`src/rtl/gfx_fill_pkg.sv`:
```
// Shared types and defaults for the graphics burst-fill controller.
// Defines the FSM state encoding and the default memory and buffer geometry.
package gfx_fill_pkg;

    typedef enum logic [1:0] {
        IDLE = 2'd0,
        REQ  = 2'd1,
        DATA = 2'd2,
        DONE = 2'd3
    } fill_state_t;

    localparam int DEF_BURST_LEN = 8;
    localparam int DEF_ADDR_W    = 22;
    localparam int BANK_AW       = 8;

endpackage

```
`src/rtl/gfx_fill_dma.sv`:
```
// Fills one bank of the line/tile buffer from SDRAM in BURST_LEN bursts; buffer write lands 1 cycle after each beat.
// No backpressure on the beat stream. mem_rd is held until mem_ack. GFX_FILL_CHECKSUM_EN adds a fill_sum XOR output.
module gfx_fill_dma
    import gfx_fill_pkg::*;
#(
    parameter int BURST_LEN = DEF_BURST_LEN,
    parameter int ADDR_W    = DEF_ADDR_W
) (
    input  logic              clk,
    input  logic              rst,
    input  logic              fill_req,
    input  logic [ADDR_W-1:0] fill_addr,
    input  logic [8:0]        fill_len,
    input  logic              fill_bank,
    output logic              fill_busy,
    output logic              fill_done,
    output logic              mem_rd,
    output logic [ADDR_W-1:0] mem_addr,
    input  logic              mem_ack,
    input  logic              mem_vld,
    input  logic [31:0]       mem_data,
    output logic              wr_en,
    output logic [8:0]        wr_addr,
    output logic [31:0]       wr_data
`ifdef GFX_FILL_CHECKSUM_EN
    ,
    output logic [31:0]       fill_sum
`endif
);

    localparam int BW = $clog2(BURST_LEN) + 1;
    localparam logic [ADDR_W-1:0] ALIGN_MASK = ~ADDR_W'(BURST_LEN - 1);

    fill_state_t         state_q, state_d;
    logic [ADDR_W-1:0]   addr_q, addr_d;
    logic [8:0]          rem_q, rem_d;
    logic [BANK_AW-1:0]  idx_q, idx_d;
    logic                bank_q, bank_d;
    logic [BW-1:0]       beat_q, beat_d;
    logic                wr_en_q, wr_en_d;
    logic [8:0]          wr_addr_q, wr_addr_d;
    logic [31:0]         wr_data_q, wr_data_d;
    logic                done_q, done_d;
    logic [31:0]         sum_q, sum_d;

    always_comb begin
        state_d   = state_q;
        addr_d    = addr_q;
        rem_d     = rem_q;
        idx_d     = idx_q;
        bank_d    = bank_q;
        beat_d    = beat_q;
        wr_en_d   = 1'b0;
        wr_addr_d = wr_addr_q;
        wr_data_d = wr_data_q;
        sum_d     = sum_q;
        // Completion pulse trails the DONE state by one cycle so busy and done never overlap.
        done_d    = (state_q == DONE);
        case (state_q)
            IDLE: begin
                if (fill_req) begin
                    addr_d  = fill_addr & ALIGN_MASK;
                    rem_d   = fill_len;
                    idx_d   = '0;
                    bank_d  = fill_bank;
                    sum_d   = '0;
                    state_d = (fill_len == 9'd0) ? DONE : REQ;
                end
            end
            REQ: begin
                if (mem_ack) begin
                    beat_d  = BW'(BURST_LEN);
                    state_d = DATA;
                end
            end
            DATA: begin
                if (mem_vld) begin
                    beat_d = beat_q - BW'(1);
                    // Beats past the requested length are the tail of the last burst and are dropped.
                    if (rem_q != 9'd0) begin
                        wr_en_d   = 1'b1;
                        wr_addr_d = {bank_q, idx_q};
                        wr_data_d = mem_data;
                        idx_d     = idx_q + BANK_AW'(1);
                        rem_d     = rem_q - 9'd1;
                        sum_d     = sum_q ^ mem_data;
                    end
                    if (beat_q == BW'(1)) begin
                        if (rem_d != 9'd0) begin
                            addr_d  = addr_q + ADDR_W'(BURST_LEN);
                            state_d = REQ;
                        end else begin
                            state_d = DONE;
                        end
                    end
                end
            end
            DONE: state_d = IDLE;
            default: state_d = IDLE;
        endcase
    end

    always_ff @(posedge clk or posedge rst) begin
        if (rst) begin
            state_q   <= IDLE;
            addr_q    <= '0;
            rem_q     <= '0;
            idx_q     <= '0;
            bank_q    <= 1'b0;
            beat_q    <= '0;
            wr_en_q   <= 1'b0;
            wr_addr_q <= '0;
            wr_data_q <= '0;
            done_q    <= 1'b0;
            sum_q     <= '0;
        end else begin
            state_q   <= state_d;
            addr_q    <= addr_d;
            rem_q     <= rem_d;
            idx_q     <= idx_d;
            bank_q    <= bank_d;
            beat_q    <= beat_d;
            wr_en_q   <= wr_en_d;
            wr_addr_q <= wr_addr_d;
            wr_data_q <= wr_data_d;
            done_q    <= done_d;
            sum_q     <= sum_d;
        end
    end

    assign fill_busy = (state_q != IDLE);
    assign fill_done = done_q;
    assign mem_rd    = (state_q == REQ);
    assign mem_addr  = addr_q;
    assign wr_en     = wr_en_q;
    assign wr_addr   = wr_addr_q;
    assign wr_data   = wr_data_q;

`ifdef GFX_FILL_CHECKSUM_EN
    assign fill_sum = sum_q;
`else
    logic unused_sum;
    assign unused_sum = ^sum_q;
`endif

endmodule
```
`config.mk`:
```
export PLATFORM = sky130hd
export DESIGN_NAME = gfx_fill_dma
export DESIGN_NICKNAME = d
export VERILOG_FILES = /design/src/rtl/gfx_fill_pkg.sv /design/src/rtl/gfx_fill_dma.sv
export SDC_FILE = /design/constraint.sdc
export NUM_CORES = 1
export LEC_CHECK = 0
export ABC_AREA = 1
export CORE_ASPECT_RATIO = 0.7
export CORE_MARGIN = 4
export CORE_UTILIZATION = 49
export CTS_BUF_LIST = sky130_fd_sc_hd__clkbuf_8
export DETAILED_ROUTE_END_ITERATION = 7
export PLACE_DENSITY = 0.82
export SYNTH_ARGS = -nofsm -noshare
export SYNTH_HDL_FRONTEND = slang
export SYNTH_SLANG_ARGS = --single-unit
```
`constraint.sdc`:
```
create_clock -name clk -period 3.1 [get_ports clk]
set_input_delay 0.465 -clock clk [delete_from_list [all_inputs] [get_ports clk]]
set_output_delay 0.465 -clock clk [all_outputs]
set_load 0.05 [all_outputs]
```
==> out/results.txt <==
Worst Setup SP - state_q[0]
flops & latches, synth - 86
Simple-Gate Fraction of Synth Area - 35.05%
Layout area overhead - 35.08%
most numerous cell in the Yosys netlist - nand2_1
Rel. slew slack - 49.23%
drt first pass iters - 5
via count - 4421
DR vias/cell - 5.035
synth warn - 0
critical path arrival - 1.99 ns
Tmin final - 2.453 ns
critical path required time - 2.63 ns
leading area contributor after synthesis - dfrtp_1
gpl congestion - 0.8758
multi-input combinational cell area - 0.002110 mm^2
Cell Rows - 29
multiplexer share of the synthesized area - 0%
cts repair resizes - 0
max-slew violations - 0
main combinational cell family by area after synthesis - simple AND/OR/NAND/NOR gates
post-synthesis cell type count - 34
CTS max path bufs - 2
largest net degree at the start of global routing - 47
CTS Hold Buffers Added - 0
hold_ws - 0.4763 ns
ant diodes - 0
CTS Buf Count - 9
Max Clock Freq - 0.4077 GHz
CTS sink count - 86
final net count - 824
Adder-Cell Fraction of Synth Area - 1.647%
EDFF count, synth - 0
DR DRC count - 0
Max H-tree Level - 3
I/O pin count - 136
post-synthesis cell area - 0.004558 mm^2
VDD IR max - 643.0 uV
fill cell count - 786
synth top area cells - dfrtp_1, nand2_1, nand3_1
ys async rst share - 100.0%
Post-Synth XOR/XNOR Area - 1.345%
number of global-route vias before repair - 4099
Post-Syn Instances - 624
CTS tree - built
sequential share of the synthesized area - 47.21%
Root Buffer - clkbuf_8
Placeable Area - 0.009071 mm^2
Leak - 0.002997 uW
initial drt markers - 323
status - complete, no violations
grt ovf - 0
ys flop type - dfrtp_1
Die X - 123.3 um
complex-gate fraction of the synthesized area - 7.933%
RSZ-0062 raised after global routing - false
setup violators final - 0
initial core utilization - 50.25%
CP max FO - 5
Worst setup EP type - output port
Cell Pwr Density - 1110 mW/mm^2
I/O Buffers - 129
Hold Crit Class - reg -> reg
die area - 0.01093 mm^2
clock latency on the worst-skew pair - 0.37 ns
drt wl/cell - 13.72 um
ANT nets after route - 0
Worst-path clk slew - 0.09 ns
Hold Crit Start - wr_data[2]
Pwr Total - 6837 uW
GR Util All Layers - 22.62%
Post-DP HPWL - 8813 um
period utilization - 79.13%
startpoint types - register
final wirelength - 12050 um
register area - 0.002152 mm^2
synth cell count leaders - nand2_1, dfrtp_1, nand3_1
die height - 88.70 um
average size of a mapped cell - 7.305 um^2
worst-margin pin slew - 0.7606 ns
post-route clock skew - 0.009583 ns
layout cells sized above 1 - 6.101%
Synth top area share - 47.21%
final hold vios - 0
post-CTS repair timing setup buffer count - 0
setup TNS - 0 ns
first-pass GRT wire length - 19410 um
initial antenna violation count - 0
total of max-cap violations - 0
WS Path Type - reg -> out
launch point of the worst reg-to-reg path - rem_q[0]
## layout make-up
type / count / share of cell area, %
flip-flops and latches: 86 / 34.95
clock inverters: 6 / 1.118
well taps: 124 / 2.520
repair buffers: 135 / 21.91
multi-input cells: 468 / 34.26
clock buffers: 10 / 2.235
inverters: 49 / 3.008
## final timing paths
kind                       depth (start not counted)      endpoint  slack [ns]
hold reg to reg                                    2    wr_data[2]        0.48
min in group asynchronous                          2   wr_data[25]        0.53
setup / recovery                                   3        mem_rd        0.65
setup reg to reg                                  12   mem_addr[9]        0.73
hold / removal                                     2    wr_data[2]        0.48
max in group asynchronous                          3  mem_addr[14]        1.90
## critical path: stages, from the launching register on
cell and delay (ns):
dfrtp_1 0.44, inv_1 0.09, nor2_1 0.23, clkdlybuf4s50_1 0.86
## layout by cell type (no fill, tap or decap), types with 2 or more instances in the layout
master,instances
nor3_1,6
o211ai_1,3
clkbuf_8,10
o22ai_1,5
nor2_2,9
nand4_1,4
clkinv_2,3
nor2_1,43
ha_1,6
conb_1,3
o21ai_1,5
buf_4,5
a21oi_1,15
inv_2,6
nand2_2,2
dfrtp_1,86
clkdlybuf4s50_1,129
o21ai_0,34
nand2_4,2
nand3b_1,2
nand2_1,266
inv_1,42
xor2_1,3
nand3_1,47
xnor2_1,4
## metrics by stage
step	setup WS, ns	cells	utilization, %	instance area, um^2
floorplan	0.4132	626	-	4566
detailed placement	0.8223	862	65.60	5951
global placement	0.8413	862	65.60	5951
finish	0.6470	878	67.88	6157
CTS	0.6318	878	67.88	6157
global route	0.4884	878	67.88	6157
## report_power, final
group | internal, uW | switching [uW]
clock network | 402 | 429
registers | 1590 | 404
logic | 1280 | 2730
## state kept, by name, indices dropped and copies added (netlist names)
signal / count
bank_q: 1
beat_q: 4
fill_done: 1
idx_q: 8
mem_addr: 19
rem_q: 9
state_q: 2
wr_addr: 9
wr_data: 32
wr_en: 1
## logic make-up (layout without fill, tap and decap cells)
| kind of cell | after synthesis | count (layout) |
|---|---|---|
| AOI/OAI and AO/OA | 66 | 66 |
| xor gates and xnor gates | 7 | 7 |
| adders and majority gates | 6 | 6 |
| buffers and inverters | 72 | 200 |
| DFF | 86 | 86 |
| other | 1 | 3 |
| and+or+nand+nor | 386 | 386 |
## per-layer routing
layer,up-vias,track usage (%),wire length (um)
met4,0,6.633,138
li1,2221,-,-
met1,2015,32.14,5731
met2,170,34.66,5140
met5,-,0,0
met3,15,5.431,1037
(Power assumes the default switching activity.)
